<file path="src/rtl/rx_cmd_sched.sv">
// Command scheduler: checks and decodes 5-byte frames from the UART bridge, writes
// configuration registers or sequences the measurement engine, and returns one status byte per frame.
module rx_cmd_sched #(
   parameter int unsigned TIMEOUT_CYC = 50000
) (
   input  logic        clk,
   input  logic        rst,
   input  logic        RX_rdy,
   input  logic [7:0]  Data1,
   input  logic [7:0]  Data2,
   input  logic [7:0]  Data3,
   input  logic [7:0]  Data4,
   input  logic [7:0]  Data5,
   output logic        meas_start,
   input  logic        meas_done,
   output logic [7:0]  cfg_gain,
   output logic [7:0]  cfg_mode,
   output logic [15:0] cfg_freq,
   output logic        tx_req,
   output logic [7:0]  tx_byte,
   input  logic        tx_ack,
   output logic        busy,
   output logic [7:0]  err_cnt,
   output logic [2:0]  dbg_state
);

   typedef enum logic [2:0] {
      IDLE   = 3'd0,
      CHECK  = 3'd1,
      LAUNCH = 3'd2,
      WAIT   = 3'd3,
      REPLY  = 3'd4
   } state_t;

   localparam logic [7:0] CMD_SET_CFG  = 8'h01;
   localparam logic [7:0] CMD_SET_FREQ = 8'h02;
   localparam logic [7:0] CMD_START    = 8'h04;
   localparam logic [7:0] CMD_STOP     = 8'h08;

   localparam logic [7:0] RSP_OK       = 8'h55;
   localparam logic [7:0] RSP_BAD_SUM  = 8'h5A;
   localparam logic [7:0] RSP_BAD_CMD  = 8'h5B;
   localparam logic [7:0] RSP_TIMEOUT  = 8'h5C;
   localparam logic [7:0] RSP_DONE     = 8'h5D;
   localparam logic [7:0] RSP_STOPPED  = 8'h5E;

   localparam logic [16:0] TO_LAST = 17'(TIMEOUT_CYC) - 17'd1;

   state_t      state;
   logic [7:0]  f_cmd;
   logic [7:0]  f_arg1;
   logic [7:0]  f_arg2;
   logic [7:0]  f_arg3;
   logic [7:0]  f_sum;
   logic [7:0]  run_cnt;
   logic [15:0] to_cnt;

   logic [7:0]  rx_sum;
   logic [7:0]  f_calc;
   logic        rx_stop;
   logic        f_sum_ok;
   logic        cmd_known;
   logic        to_hit;
   logic        stop_take;
   logic        drop_ev;
   logic        fail_ev;
   logic [1:0]  err_inc;
   logic [8:0]  err_next;

   assign rx_sum    = Data1 + Data2 + Data3 + Data4;
   assign f_calc    = f_cmd + f_arg1 + f_arg2 + f_arg3;
   assign rx_stop   = RX_rdy && (rx_sum == Data5) && (Data1 == CMD_STOP);
   assign f_sum_ok  = (f_calc == f_sum);
   assign cmd_known = (f_cmd == CMD_SET_CFG) || (f_cmd == CMD_SET_FREQ) || (f_cmd == CMD_START);
   // Counter is compared one step ahead so REPLY lands TIMEOUT_CYC cycles after meas_start.
   assign to_hit    = (({1'b0, to_cnt} + 17'd1) >= TO_LAST);

   // meas_done outranks STOP, so a STOP coinciding with done is treated as a dropped frame.
   assign stop_take = (state == WAIT) && !meas_done && rx_stop;
   assign drop_ev   = RX_rdy && (state != IDLE) && !stop_take;
   assign fail_ev   = ((state == CHECK) && (!f_sum_ok || !cmd_known)) ||
                      ((state == WAIT) && !meas_done && !rx_stop && to_hit);
   assign err_inc   = {1'b0, drop_ev} + {1'b0, fail_ev};
   assign err_next  = {1'b0, err_cnt} + {7'd0, err_inc};

   assign dbg_state = state;

   always_ff @(posedge clk or negedge rst) begin
      if (!rst) begin
         err_cnt <= 8'h00;
      end else begin
         err_cnt <= err_next[8] ? 8'hFF : err_next[7:0];
      end
   end

   // tx_req/tx_byte form a req/ack pair: once tx_req rises, tx_byte is frozen until tx_ack is
   // sampled high; tx_req drops on that same edge and tx_ack seen with tx_req low has no effect.
   always_ff @(posedge clk or negedge rst) begin
      if (!rst) begin
         state      <= IDLE;
         busy       <= 1'b0;
         meas_start <= 1'b0;
         tx_req     <= 1'b0;
         tx_byte    <= 8'h00;
         cfg_gain   <= 8'h00;
         cfg_mode   <= 8'h00;
         cfg_freq   <= 16'h0000;
         f_cmd      <= 8'h00;
         f_arg1     <= 8'h00;
         f_arg2     <= 8'h00;
         f_arg3     <= 8'h00;
         f_sum      <= 8'h00;
         run_cnt    <= 8'h00;
         to_cnt     <= 16'h0000;
      end else begin
         meas_start <= 1'b0;
         case (state)
            IDLE: begin
               if (RX_rdy) begin
                  f_cmd  <= Data1;
                  f_arg1 <= Data2;
                  f_arg2 <= Data3;
                  f_arg3 <= Data4;
                  f_sum  <= Data5;
                  busy   <= 1'b1;
                  state  <= CHECK;
               end
            end
            CHECK: begin
               if (!f_sum_ok) begin
                  tx_byte <= RSP_BAD_SUM;
                  tx_req  <= 1'b1;
                  state   <= REPLY;
               end else begin
                  case (f_cmd)
                     CMD_SET_CFG: begin
                        cfg_gain <= f_arg1;
                        cfg_mode <= f_arg2;
                        tx_byte  <= RSP_OK;
                        tx_req   <= 1'b1;
                        state    <= REPLY;
                     end
                     CMD_SET_FREQ: begin
                        cfg_freq <= {f_arg1, f_arg2};
                        tx_byte  <= RSP_OK;
                        tx_req   <= 1'b1;
                        state    <= REPLY;
                     end
                     CMD_START: begin
                        run_cnt    <= (f_arg1 == 8'h00) ? 8'h01 : f_arg1;
                        meas_start <= 1'b1;
                        state      <= LAUNCH;
                     end
                     default: begin
                        tx_byte <= RSP_BAD_CMD;
                        tx_req  <= 1'b1;
                        state   <= REPLY;
                     end
                  endcase
               end
            end
            LAUNCH: begin
               to_cnt <= 16'h0000;
               state  <= WAIT;
            end
            WAIT: begin
               to_cnt <= to_cnt + 16'd1;
               if (meas_done) begin
                  if (run_cnt == 8'h01) begin
                     tx_byte <= RSP_DONE;
                     tx_req  <= 1'b1;
                     state   <= REPLY;
                  end else begin
                     run_cnt    <= run_cnt - 8'h01;
                     meas_start <= 1'b1;
                     state      <= LAUNCH;
                  end
               end else if (rx_stop) begin
                  tx_byte <= RSP_STOPPED;
                  tx_req  <= 1'b1;
                  state   <= REPLY;
               end else if (to_hit) begin
                  tx_byte <= RSP_TIMEOUT;
                  tx_req  <= 1'b1;
                  state   <= REPLY;
               end
            end
            REPLY: begin
               if (tx_ack) begin
                  tx_req <= 1'b0;
                  busy   <= 1'b0;
                  state  <= IDLE;
               end
            end
            default: begin
               tx_req <= 1'b0;
               busy   <= 1'b0;
               state  <= IDLE;
            end
         endcase
      end
   end

endmodule

</file>
<file path="config.mk">
export PLATFORM = sky130hd
export DESIGN_NAME = rx_cmd_sched
export DESIGN_NICKNAME = d
export VERILOG_FILES = /design/src/rtl/rx_cmd_sched.sv
export SDC_FILE = /design/constraint.sdc
export NUM_CORES = 1
export LEC_CHECK = 0
export ABC_CLOCK_PERIOD_IN_PS = 4800
export BUFFER_PORTS_ARGS = -buffer_cell sky130_fd_sc_hd__buf_2
export CAP_MARGIN = 20
export CORE_AREA = 2 2 130 158
export DETAILED_ROUTE_END_ITERATION = 10
export DIE_AREA = 0 0 132 160
export PLACE_DENSITY_LB_ADDON = 0.2
export SLEW_MARGIN = 20
export SYNTH_ARGS = -nofsm -noshare
export SYNTH_HDL_FRONTEND = slang
export SYNTH_SLANG_ARGS = --single-unit
</file>
<file path="constraint.sdc">
create_clock -name clk -period 4.8 [get_ports clk]
set_clock_uncertainty 0.05 [all_clocks]
set_input_delay 0.48 -clock clk [delete_from_list [all_inputs] [get_ports clk]]
set_output_delay 0.48 -clock clk [all_outputs]
set_load 0.03 [all_outputs]
</file>
==> results of run 1 <==
==> routing by layer <==
metal | vias to the layer above | part of all wire, % | track usage (%)
met3 | 18 | 3.7 | 3.37
met1 | 2509 | 41 | 20.1
li1 | 2408 | - | -
met2 | 109 | 54 | 30.6
met5 | - | 0 | 0
met4 | 0 | 1.9 | 5.63
==> area by class of cell <==
cell class	instances	area (sq um)	share of cell area, %
clock buffer	19	443	5.35
tap	265	332	4.00
multi-input combinational	436	3630	43.9
clock inverter	12	135	1.63
timing repair buffer	125	713	8.61
sequential	115	2880	34.8
inverter	39	146	1.77
==> power groups by stage <==
stage | Combinational (mW) | Sequential (mW) | Clock (mW)
finish | 3.40 | 1.40 | 1.23
global route | 3.79 | 1.44 | 1.31
CTS | 3.29 | 1.41 | 1.26
detailed placement | 3.27 | 1.42 | 0
global placement | 3.23 | 1.42 | 0
floorplan | 2.14 | 1.48 | 0
==> cells in the final DEF (no fill, tap or decap), types with 21 or more instances in the layout <==
cell and instances:
sky130_fd_sc_hd__nand2_1 42, sky130_fd_sc_hd__a21oi_1 21, sky130_fd_sc_hd__dfrtp_1 115, sky130_fd_sc_hd__o21ai_0 50
sky130_fd_sc_hd__buf_4 29, sky130_fd_sc_hd__mux2_2 55, sky130_fd_sc_hd__fa_1 27, sky130_fd_sc_hd__inv_1 39
sky130_fd_sc_hd__xnor2_1 28, sky130_fd_sc_hd__buf_2 95, sky130_fd_sc_hd__nor2_1 25
==> sequential cells by signal, summed over array words and instances, names as in the netlist <==
signal,cells
busy,1
cfg_freq,16
cfg_gain,8
cfg_mode,8
dbg_state,3
err_cnt,8
f_arg1,8
f_arg2,8
f_arg3,8
f_cmd,8
f_sum,8
meas_start,1
run_cnt,8
to_cnt,16
tx_byte,5
tx_req,1
==> kinds of logic (layout without fill, tap and decap cells) <==
group	Yosys count	count (layout)	synth area share, %
AND/OR/NAND/NOR	152	152	12.0
buffers and inverters	69	195	4.36
XOR/XNOR	43	43	5.58
adder cells (fa/ha/maj)	48	48	12.1
flip-flops	115	115	42.7
multiplexers	68	68	11.9
other	1	2	0.0556
AO/OA/AOI/OAI	123	123	11.3
==> worst reg2reg max path: cells and delay by family (launching register included) <==
family	cells	cell delay (ns)
adders and majority gates	6	2.35
and+or+nand+nor	6	0.88
DFF	1	0.40
buffers and inverters	3	0.33
xor gates and xnor gates	2	0.22
AOI/OAI and AO/OA	2	0.22
==> path summary, 6_finish.rpt <==
kind                                  startpoint                      end  cells past startpoint  slack (ns)
min                                          rst  cfg_freq[1]$_DFFE_PN0P_                      1        0.17
min reg2reg                   tx_req$_DFFE_PN0P_       tx_req$_DFFE_PN0P_                      1        0.43
min in group clk                        Data4[5]    f_arg3[5]$_DFFE_PN0P_                      3        0.26
max reg2reg                f_arg2[1]$_DFFE_PN0P_     err_cnt[4]$_DFF_PN0_                     19        0.24
max in group asynchronous                    rst  cfg_freq[9]$_DFFE_PN0P_                      2        3.40
max                        f_arg2[1]$_DFFE_PN0P_     err_cnt[4]$_DFF_PN0_                     19        0.24
==> repair_timing <==
item                                    4_1_cts  5_1_grt
endpoints found under the setup margin        0        8
resized for setup                             0       10
setup buffers                                 0        1
==> qor.log, run 1 <==
[synthesis] Distinct cells, synth 58
[cells_and_area] cell area after layout 8280 sq um
[pwr] power per cell area 728 nW/um^2
[global_route] antenna violations before repair 0
[pwr] Seq pwr share 23.2%
[cells_and_area] filler cell count 1927
[global_route] wire length of the first global-routing pass 28000 microns
[flow_run] Max Cap Viol 0
[global_route] total routing resource utilization after global routing 17.0%
[floorplanning] area of the die 21100 sq um
[sta] actual slew at the worst max-slew pin 0.933 ns
[sta] clock period minus final worst setup slack 4.56 ns
[critical_path] Critical Path RT 5.05 ns
[critical_path] slowest library cell on the worst path sky130_fd_sc_hd__fa_1
[critical_path] peak fanout along the critical path 3
[sta] worst slew margin relative to its limit 37.8%
[sta] crit path setup slack, layout 0.236 ns
[clock_tree] number of hold buffers added after cts 0
[synthesis] number of enable flip-flop cells after synthesis 0
[sta] setup TNS after final layout 0 ns
[global_route] pin count of the biggest net entering global routing 71
[clock_tree] clock insertion delay at the later pin of the skew report 0.42 ns
[sta] Hold Worst Slack 0.166 ns
[sta] Slew Limit Fails 0
[global_route] number of global-route vias before repair 5354
[synthesis] yosys warns 0
[clock_tree] sink count of the clock tree 115
[pwr] worst voltage drop across the vdd grid 0.433 mV
[pwr] leakage power of the design 3.86 nW
[placed_design] Area after DPL 7640 sq um
[detailed_routing] post-route antenna net violation count 0
[worst_hold_path] worst min-delay path class input pin to async pin
[cells_and_area] Cell Count, Final, Fillers Out 1011
[floorplanning] Ports 99
[pwr] share of total power in the clock network 20.4%
[detailed_routing] WL/cell 16.9 microns
[detailed_routing] Iteration-0 DRC Markers 205
[synthesis] fraction of registers with async set/reset 100%
[critical_path] Worst path max stage delay 0.52 ns
[floorplanning] core box area 19800 sq um
[sta] maximum clock rate 219 MHz
[pwr] NetSw 2.43 mW
[synthesis] Seq cells post-synth 115
[pwr] Power Internal 3.60 mW
[cells_and_area] Final nets 827
[critical_path] Critical Path Sink Type flip-flop
[clock_tree] buffers from clock root to sink, at most 2
[clock_tree] htree depth 4
[clock_tree] register clock-pin slew on the reported worst setup and hold paths 0.06 ns
[synthesis] Post-Synthesis Cell Area 6750 sq um
[sta] unrepaired setup endpoints after global routing no
[critical_path] sum of buffers and inverters on the critical path 3
[placed_design] total half-perimeter wirelength after legalization and detailed placement 12900 microns
[synthesis] top area cells in the synthesized netlist sky130_fd_sc_hd__dfrtp_1 43%, sky130_fd_sc_hd__mux2_2 9.2%, sky130_fd_sc_hd__fa_1 8.6%
[cells_and_area] layout-stage area growth over the synthesis result 22.8%
[critical_path] CP delay by family, top adder cells
[critical_path] start-to-end type of the worst setup path flip-flop to flip-flop
[cells_and_area] final standard cell utilization of the core 41.9%
[global_route] Congestion Overflow GR 0
[critical_path] startpoint types flip-flop
[clock_tree] TritonCTS clock tree yes
[synthesis] sequential element share of the synthesized area 42.7%
[detailed_routing] detailed-route wire length 17000 microns
[synthesis] share of the synthesized area in the top cell type 42.7%
[placed_design] placed cell count 979
[floorplanning] initial cell density of the core 34.1%
[placed_design] Setup Slack @ Placement -0.0855 ns
[floorplanning] Row Count 57
[synthesis] most frequent cell after synthesis sky130_fd_sc_hd__dfrtp_1
[detailed_routing] total number of vias 5044
[clock_tree] root buffer cell sky130_fd_sc_hd__clkbuf_16
[placed_design] GPL Wtd Cong 0.860
[floorplanning] Die X-Extent 132 microns
[floorplanning] die boundary height 160 microns
[critical_path] data arrival at the endpoint of the critical path 4.82 ns
[synthesis] largest area contributor in the netlist sky130_fd_sc_hd__dfrtp_1
[cells_and_area] Ant. Diodes 0
[pwr] proportion of total power due to net switching 40.2%
[clock_tree] number of clock buffers inserted by TritonCTS 17
[synthesis] per-instance average area after synthesis 10.9 sq um
[sta] final-report setup violation count 0
[detailed_routing] post-detailed-route DRC marker count 0
[critical_path] critical-path cell list fa_1, fa_1, ha_2, inv_1, fa_2, xnor2_1, nor3_1, nand4_1, nor4_2, buf_4, a21oi_1, a31oi_1, nor2_1, fa_2, ha_4, buf_4, nand3_1, xor2_1, nand2_1
[status] outcome complete, no violations
[sta] share of the clock period used by the worst path 95.1%
[detailed_routing] number of vias per cell 4.99
[pwr] sum of internal, switching and leakage power 6.03 mW
[sta] final hold vios 0
[detailed_routing] number of detailed-route iterations in the first pass 4
[cells_and_area] fraction of final layout cells with drive strength greater than 1 32.0%
[synthesis] instance count of the mapped netlist 619
[pwr] combinational fraction of design power 56.3%
[placed_design] Port Buffers 96
[synthesis] Most used DFF post-synth sky130_fd_sc_hd__dfrtp_1
[synthesis] top cells by instance count after synthesis 115 x sky130_fd_sc_hd__dfrtp_1, 55 x sky130_fd_sc_hd__mux2_2, 51 x sky130_fd_sc_hd__o21ai_0, 42 x sky130_fd_sc_hd__nand2_1, 39 x sky130_fd_sc_hd__inv_1
Power figures use the tool's default switching activity.
==> run 2: changes to the inputs <==
==> constraint.sdc (replaced) <==
create_clock -name clk -period 4.8 [get_ports clk]
set_clock_uncertainty 0.05 [all_clocks]
set_input_delay 0.72 -clock clk [delete_from_list [all_inputs] [get_ports clk]]
set_output_delay 0.72 -clock clk [all_outputs]
set_load 0.03 [all_outputs]
==> qor.log, run 2 (same netlist as run 1, synthesis figures left out) <==
[clock_tree] sink count of the clock tree 115 [unchanged]
[pwr] combinational fraction of design power 56.9% [+0.6 points]
[pwr] NetSw 2.53 mW [+4.3%]
[floorplanning] initial cell density of the core 34.1% [unchanged]
[global_route] total routing resource utilization after global routing 16.8% [-0.13 points]
[critical_path] startpoint types input pin
[pwr] share of total power in the clock network 20.3% [about the same]
[sta] Slew Limit Fails 0 [unchanged]
[sta] worst slew margin relative to its limit 47.6% [+9.8 points]
[sta] actual slew at the worst max-slew pin 0.787 ns [-0.147 ns]
[critical_path] worst reg2reg endpoint err_cnt[6]$_DFF_PN0_
[global_route] Congestion Overflow GR 0 [unchanged]
[cells_and_area] top library cells by usage in the layout, fill and taps aside 115 x sky130_fd_sc_hd__dfrtp_1, 95 x sky130_fd_sc_hd__buf_2, 55 x sky130_fd_sc_hd__mux2_2, 50 x sky130_fd_sc_hd__o21ai_0, 42 x sky130_fd_sc_hd__nand2_1
[floorplanning] die boundary height 160 microns [unchanged]
[detailed_routing] detailed-route wire length 17000 microns [-0.36%]
[placed_design] Port Buffers 96 [unchanged]
[cells_and_area] most common cell after layout, fill and taps aside sky130_fd_sc_hd__dfrtp_1
[detailed_routing] number of vias per cell 5.03 [+0.87%]
[floorplanning] area of the die 21100 sq um [unchanged]
[cells_and_area] Ant. Diodes 0 [unchanged]
[clock_tree] htree depth 4 [unchanged]
[clock_tree] buffers from clock root to sink, at most 2 [unchanged]
[cells_and_area] filler cell count 1913 [-0.73%]
[critical_path] CP dominant cell by count sky130_fd_sc_hd__fa_1
[status] outcome complete, no violations
[cells_and_area] final standard cell utilization of the core 42.3% [+0.41 points]
[global_route] pin count of the biggest net entering global routing 83 [+17%]
[critical_path] data arrival at the endpoint of the critical path 4.91 ns [+0.09 ns]
[clock_tree] register clock-pin slew on the reported worst setup and hold paths 0.06 ns [about the same]
[global_route] antenna violations before repair 0 [unchanged]
[cells_and_area] top flop regs cfg_freq x16, to_cnt x16
[critical_path] CP delay by family, top adder cells
[placed_design] total half-perimeter wirelength after legalization and detailed placement 12900 microns [-0.11%]
[critical_path] start-to-end type of the worst setup path input pin to flip-flop
[cells_and_area] Reg area 2880 sq um [unchanged]
[cells_and_area] Cell Count, Final, Fillers Out 1018 [+0.69%]
[global_route] number of global-route vias before repair 5235 [-2.2%]
[detailed_routing] WL/cell 16.7 microns [-1.0%]
[floorplanning] core box area 19800 sq um [unchanged]
[detailed_routing] total number of vias 5123 [+1.6%]
[sta] share of the clock period used by the worst path 96.2% [+1.1 points]
[pwr] sum of internal, switching and leakage power 6.17 mW [+2.3%]
[pwr] worst voltage drop across the vdd grid 0.614 mV [+42%]
[clock_tree] TritonCTS clock tree yes
[placed_design] placed cell count 985 [+0.61%]
[sta] final hold vios 0 [unchanged]
[critical_path] Worst path max stage delay 0.53 ns [about the same]
[sta] maximum clock rate 217 MHz [-1.2%]
[pwr] Power Internal 3.64 mW [+0.91%]
[clock_tree] root buffer cell sky130_fd_sc_hd__clkbuf_16
[global_route] most heavily used metal layer in global routing met2
[critical_path] slowest library cell on the worst path sky130_fd_sc_hd__fa_1
[cells_and_area] fraction of final layout cells with drive strength greater than 1 33.5% [+1.4 points]
[critical_path] peak fanout along the critical path 3 [unchanged]
[global_route] met2 GRT Util 29.5% [-1.1 points]
[critical_path] Critical Path RT 5.10 ns [+0.05 ns]
[critical_path] critical-path cell list buf_2, fa_1, inv_1, fa_1, inv_1, ha_1, fa_1, a31o_2, a31oi_1, xnor2_1, o31a_1, a31oi_1, nor2_1, fa_2, ha_4, and3_1, nor2b_1, a21oi_1
[sta] unrepaired setup endpoints after global routing no
[placed_design] Setup Slack @ Placement -0.374 ns [-0.289 ns]
[pwr] Seq pwr share 22.8% [-0.4 points]
[sta] crit path setup slack, layout 0.181 ns [-0.0546 ns]
[clock_tree] number of clock buffers inserted by TritonCTS 17 [unchanged]
[sta] Hold Worst Slack 0.317 ns [+0.151 ns]
[cells_and_area] Final nets 833 [+0.73%]
[critical_path] r2r worst-path depth 19 [unchanged]
[placed_design] GPL Wtd Cong 0.839 [-2.4%]
[floorplanning] Ports 99 [unchanged]
[detailed_routing] number of detailed-route iterations in the first pass 4 [unchanged]
[pwr] leakage power of the design 3.92 nW [+1.4%]
[sta] clock period minus final worst setup slack 4.62 ns [+0.0546 ns]
[pwr] proportion of total power due to net switching 41.0% [+0.80 points]
[critical_path] sum of buffers and inverters on the critical path 3 [unchanged]
[floorplanning] Die X-Extent 132 microns [unchanged]
[global_route] GR Util met1 20.0% [-0.18 points]
[cells_and_area] footprint of the multi-input gates 3650 sq um [+0.55%]
[floorplanning] Row Count 57 [unchanged]
[pwr] power per cell area 738 nW/um^2 [+1.3%]
[detailed_routing] Iteration-0 DRC Markers 253 [+23%]
[clock_tree] clock insertion delay at the later pin of the skew report 0.43 ns [about the same]
[cells_and_area] layout-stage area growth over the synthesis result 24.0%
[worst_hold_path] worst min-delay path class input pin to async pin
[detailed_routing] post-route antenna net violation count 0 [unchanged]
[critical_path] Critical Path Sink Type flip-flop
[critical_path] flop2flop setup slack 0.26 ns [+0.02 ns]
[critical_path] critical register-to-register path startpoint f_arg2[1]$_DFFE_PN0P_
[sta] final-report setup violation count 0 [unchanged]
[detailed_routing] post-detailed-route DRC marker count 0 [unchanged]
[global_route] met3 Use GR 3.71% [+0.35 points]
[global_route] wire length of the first global-routing pass 27700 microns [-1.4%]
[flow_run] Max Cap Viol 0 [unchanged]
## run 2: cell count changes in the layout (fill, tap and decap cells not counted), sizes merged
cell	previous run	this run
buf	125	131
bufinv	2	1
clkbuf	19	17
clkinv	6	2
clkinvlp	4	2
inv	39	49
## run 2: layout make-up
class | count | area share (%)
clock inverter | 15 | 1.89
sequential | 115 | 34.4
inverter | 39 | 1.75
tap | 265 | 3.97
timing repair buffer | 131 | 9.20
clock buffer | 17 | 5.09
multi-input combinational | 436 | 43.7
## run 2: what timing repair did
item | 4_1_cts | 5_1_grt
setup endpoints to repair | 7 | 8
pin swaps | 2 | 14
gates cloned | 0 | 0
resized for setup | 3 | 14
buffers inserted | 0 | 1
hold buffers | 0 | 0
## run 2: worst register-to-register path: stages (launching register included)
cell	delay, ns
sky130_fd_sc_hd__dfrtp_1	0.40
sky130_fd_sc_hd__fa_1	0.52
sky130_fd_sc_hd__fa_1	0.52
sky130_fd_sc_hd__ha_2	0.19
sky130_fd_sc_hd__inv_2	0.04
sky130_fd_sc_hd__fa_2	0.37
sky130_fd_sc_hd__buf_6	0.13
sky130_fd_sc_hd__xnor2_2	0.12
sky130_fd_sc_hd__xnor2_1	0.16
sky130_fd_sc_hd__nand4_1	0.21
sky130_fd_sc_hd__nor4_2	0.20
sky130_fd_sc_hd__buf_4	0.15
sky130_fd_sc_hd__a21oi_2	0.05
sky130_fd_sc_hd__a31oi_1	0.16
sky130_fd_sc_hd__nor2_1	0.09
sky130_fd_sc_hd__fa_2	0.44
sky130_fd_sc_hd__ha_4	0.19
sky130_fd_sc_hd__and3_1	0.19
sky130_fd_sc_hd__nor2b_1	0.13
sky130_fd_sc_hd__a21oi_1	0.15
## run 2: worst max-delay path by stage
stage                           from              endpoint  slack, ns  depth (start not counted)
5_1_grt        f_arg2[1]$_DFFE_PN0P_  err_cnt[6]$_DFF_PN0_      0.007                         19
3_3_place_gp                Data1[1]  err_cnt[2]$_DFF_PN0_      -0.25                         19
6_report                    Data1[1]  err_cnt[6]$_DFF_PN0_       0.18                         18
3_5_place_dp                Data1[1]  err_cnt[4]$_DFF_PN0_      -0.37                         17
4_1_cts         f_cmd[1]$_DFFE_PN0P_  err_cnt[4]$_DFF_PN0_      0.004                         20
2_1_floorplan               Data1[1]  err_cnt[0]$_DFF_PN0_       0.13                         17
## run 2: power groups by stage
stage | clock, mW | sequential [mW] | combinational (mW)
final | 1.25 | 1.41 | 3.51
after global routing | 1.33 | 1.44 | 3.91
after CTS | 1.28 | 1.41 | 3.30
after detailed placement | 0 | 1.43 | 3.27
after global placement | 0 | 1.42 | 3.23
after floorplan | 0 | 1.48 | 2.14
## run 2: routing by layer
metal,up-vias,part of all wire (%)
li1,2406,-
met1,2561,41
met2,132,53
met3,24,3.4
met4,0,2.6
met5,-,0
## run 2: metrics by stage
step,area [sq um],setup TNS (ns)
2_1_floorplan,6750,0
6_report,8360,0
3_5_place_dp,7690,-2.63
3_3_place_gp,7690,-1.82
5_1_grt,8360,0
4_1_cts,8280,0
==> run 3: changes to the inputs <==
Settings changed: ABC_CLOCK_PERIOD_IN_PS 4800 to 3710, CORE_AREA 2 2 130 158 to 2 2 142 144, DIE_AREA 0 0 132 160 to 0 0 144 146.
Clock period 4.8 ns to 3.71 ns, I/O delays scaled along.
==> qor.log, run 3 (same netlist as run 1, synthesis figures left out) <==
[status] outcome finished, violations left
[status] failing checks negative setup slack
[clock_tree] sink count of the clock tree 115 [unchanged]
[cells_and_area] most common cell after layout, fill and taps aside sky130_fd_sc_hd__dfrtp_1
[sta] actual slew at the worst max-slew pin 0.933 ns [+0.146 ns]
[sta] crit path setup slack, layout -0.684 ns [-0.865 ns]
[clock_tree] register clock-pin slew on the reported worst setup and hold paths 0.06 ns [about the same]
[pwr] NetSw 3.17 mW [+25%]
[sta] unrepaired setup endpoints after global routing yes
[placed_design] Area after DPL 8070 sq um [+4.9%]
[pwr] share of total power in the clock network 20.1% [-0.2 points]
[critical_path] critical-path cell list fa_1, fa_1, ha_2, inv_2, fa_2, xnor2_1, nor3_2, nand4_1, nor4_2, a21oi_1, a31oi_1, nor2_1, fa_2, ha_4, and3_4, nor2b_1, a21oi_1
[cells_and_area] layout-stage area growth over the synthesis result 31.7%
[sta] final hold vios 0 [unchanged]
[clock_tree] root buffer cell sky130_fd_sc_hd__clkbuf_16
[placed_design] GPL Wtd Cong 0.799 [-4.8%]
[critical_path] flop2flop setup slack -0.68 ns [-0.94 ns]
[pwr] proportion of total power due to net switching 39.3% [-1.8 points]
[critical_path] r2r worst-path depth 17 [-2]
[critical_path] start-to-end type of the worst setup path flip-flop to flip-flop
[clock_tree] buffers from clock root to sink, at most 2 [unchanged]
[floorplanning] die boundary height 146 microns [-8.8%]
[critical_path] Worst path max stage delay 0.53 ns [about the same]
[floorplanning] Row Count 51 [-11%]
[clock_tree] number of hold buffers added after cts 0 [unchanged]
[critical_path] peak fanout along the critical path 4 [+1]
[global_route] number of global-route vias before repair 5565 [+6.3%]
[flow_run] Max Cap Viol 0 [unchanged]
[critical_path] critical register-to-register path startpoint f_arg2[1]$_DFFE_PN0P_
[detailed_routing] WL/cell 16.5 microns [-1.4%]
[cells_and_area] Cell Count, Final, Fillers Out 1065 [+4.6%]
[global_route] wire length of the first global-routing pass 29000 microns [+4.9%]
[global_route] pin count of the biggest net entering global routing 70 [-16%]
[pwr] leakage power of the design 4.18 nW [+6.9%]
[floorplanning] initial cell density of the core 34.9% [+0.74 points]
[pwr] worst voltage drop across the vdd grid 0.544 mV [-11%]
[cells_and_area] cell area after layout 8880 sq um [+6.2%]
[critical_path] Critical Path Sink Type flip-flop
[detailed_routing] total number of vias 5220 [+1.9%]
[sta] maximum clock rate 228 MHz
[global_route] antenna violations before repair 0 [unchanged]
[pwr] Seq pwr share 22.3% [-0.5 points]
[cells_and_area] fraction of final layout cells with drive strength greater than 1 38.3% [+4.8 points]
[floorplanning] area of the die 21000 sq um [-0.45%]
[placed_design] total half-perimeter wirelength after legalization and detailed placement 12600 microns [-2.4%]
[pwr] power per cell area 908 nW/um^2 [+23%]
[cells_and_area] Final nets 880 [+5.6%]
[clock_tree] clock insertion delay at the later pin of the skew report 0.42 ns [about the same]
[placed_design] placed cell count 1020 [+3.6%]
[clock_tree] htree depth 4 [unchanged]
[sta] final-report setup violation count 56 [+56]
[pwr] combinational fraction of design power 57.6% [+0.7 points]
[critical_path] Critical Path RT 4.00 ns [-1.10 ns]
[sta] worst slew margin relative to its limit 37.8% [-9.8 points]
[cells_and_area] filler cell count 1821 [-4.8%]
[detailed_routing] post-detailed-route DRC marker count 0 [unchanged]
[sta] setup TNS after final layout -27.53 ns [-27.53 ns]
[floorplanning] Die X-Extent 144 microns [+9.1%]
[cells_and_area] top flop regs cfg_freq x16, to_cnt x16
[cells_and_area] top library cells by usage in the layout, fill and taps aside 114 x sky130_fd_sc_hd__dfrtp_1, 95 x sky130_fd_sc_hd__buf_2, 71 x sky130_fd_sc_hd__buf_4, 54 x sky130_fd_sc_hd__mux2_2, 46 x sky130_fd_sc_hd__o21ai_0
[floorplanning] core box area 19300 sq um [-2.1%]
[detailed_routing] number of vias per cell 4.90 [-2.6%]
[clock_tree] TritonCTS clock tree yes
[global_route] Congestion Overflow GR 0 [unchanged]
[worst_hold_path] worst min-delay path class input pin to async pin
[critical_path] worst reg2reg endpoint err_cnt[6]$_DFF_PN0_
[detailed_routing] Iteration-0 DRC Markers 333 [+32%]
[sta] Hold Worst Slack 0.227 ns [-0.0895 ns]
[placed_design] Port Buffers 96 [unchanged]
[sta] share of the clock period used by the worst path 118%
[critical_path] data arrival at the endpoint of the critical path 4.69 ns [-0.22 ns]
[clock_tree] number of clock buffers inserted by TritonCTS 17 [unchanged]
[detailed_routing] post-route antenna net violation count 0 [unchanged]
[floorplanning] Ports 99 [unchanged]
[critical_path] startpoint types flip-flop
[detailed_routing] number of detailed-route iterations in the first pass 5 [+1]
[sta] clock period minus final worst setup slack 4.39 ns
[detailed_routing] detailed-route wire length 17500 microns [+3.2%]
[sta] Slew Limit Fails 0 [unchanged]
[pwr] Power Internal 4.90 mW [+35%]
[global_route] total routing resource utilization after global routing 17.7% [+0.89 points]
[critical_path] slowest library cell on the worst path sky130_fd_sc_hd__fa_1
==> run 3: cell type report <==
cell class / count / area (sq um) / area share (%)
well taps: 265 / 332 / 3.73
diodes: 1 / 2.50 / 0.0282
multi-input cells: 436 / 3710 / 41.7
repair buffers: 178 / 1230 / 13.9
clock buffers: 22 / 474 / 5.34
flip-flops and latches: 115 / 2880 / 32.4
inverters: 39 / 146 / 1.65
clock inverters: 9 / 105 / 1.18
==> run 3: how the worst max path moves through the flow <==
stage / from / endpoint / depth (start not counted)
floorplan: Data1[1] / err_cnt[6]$_DFF_PN0_ / 18
global placement: Data1[1] / err_cnt[6]$_DFF_PN0_ / 19
detailed placement: Data1[1] / err_cnt[6]$_DFF_PN0_ / 19
CTS: f_arg2[1]$_DFFE_PN0P_ / err_cnt[6]$_DFF_PN0_ / 17
global route: f_arg2[1]$_DFFE_PN0P_ / err_cnt[6]$_DFF_PN0_ / 17
finish: f_arg2[1]$_DFFE_PN0P_ / err_cnt[6]$_DFF_PN0_ / 17
==> run 3: layer usage <==
metal  routed length (microns)  track usage [%]
met3                       860             4.90
met5                         0                0
met4                       220             5.74
met2                      8100             27.4
met1                      8340             24.1
==> run 3: timing repair <==
item,4_1_cts,5_1_grt
gates resized for setup,8,15
pin swaps,3,4
cloned,2,1
setup buffers,4,7
endpoints found under the setup margin,57,58
==> run 3: power by group through the flow <==
| stage | sequential (mW) | combinational (mW) | clock (mW) |
|---|---|---|---|
| 2_1_floorplan | 1.93 | 2.89 | 0 |
| 3_3_place_gp | 1.81 | 4.52 | 0 |
| 3_5_place_dp | 1.82 | 4.58 | 0 |
| 4_1_cts | 1.80 | 4.64 | 1.66 |
| 5_1_grt | 1.84 | 5.17 | 1.72 |
| 6_report | 1.80 | 4.64 | 1.62 |
==> run 3: through the flow <==
step	setup slack (ns)	power, mW	util [%]
final	-0.684	8.06	45.9
after global routing	-1.01	8.73	45.9
after CTS	-0.719	8.10	45.3
after detailed placement	-1.05	6.40	41.7
after global placement	-0.976	6.32	41.7
after floorplan	-0.631	4.81	-
==> run 3: critical path: cells and delay by family (launching register included) <==
| family | cells | cell delay [ns] |
|---|---|---|
| xor gates and xnor gates | 1 | 0.07 |
| adders and majority gates | 6 | 2.33 |
| AOI/OAI and AO/OA | 3 | 0.40 |
| buffers and inverters | 1 | 0.04 |
| and+or+nand+nor | 6 | 1.02 |
| DFF | 1 | 0.40 |
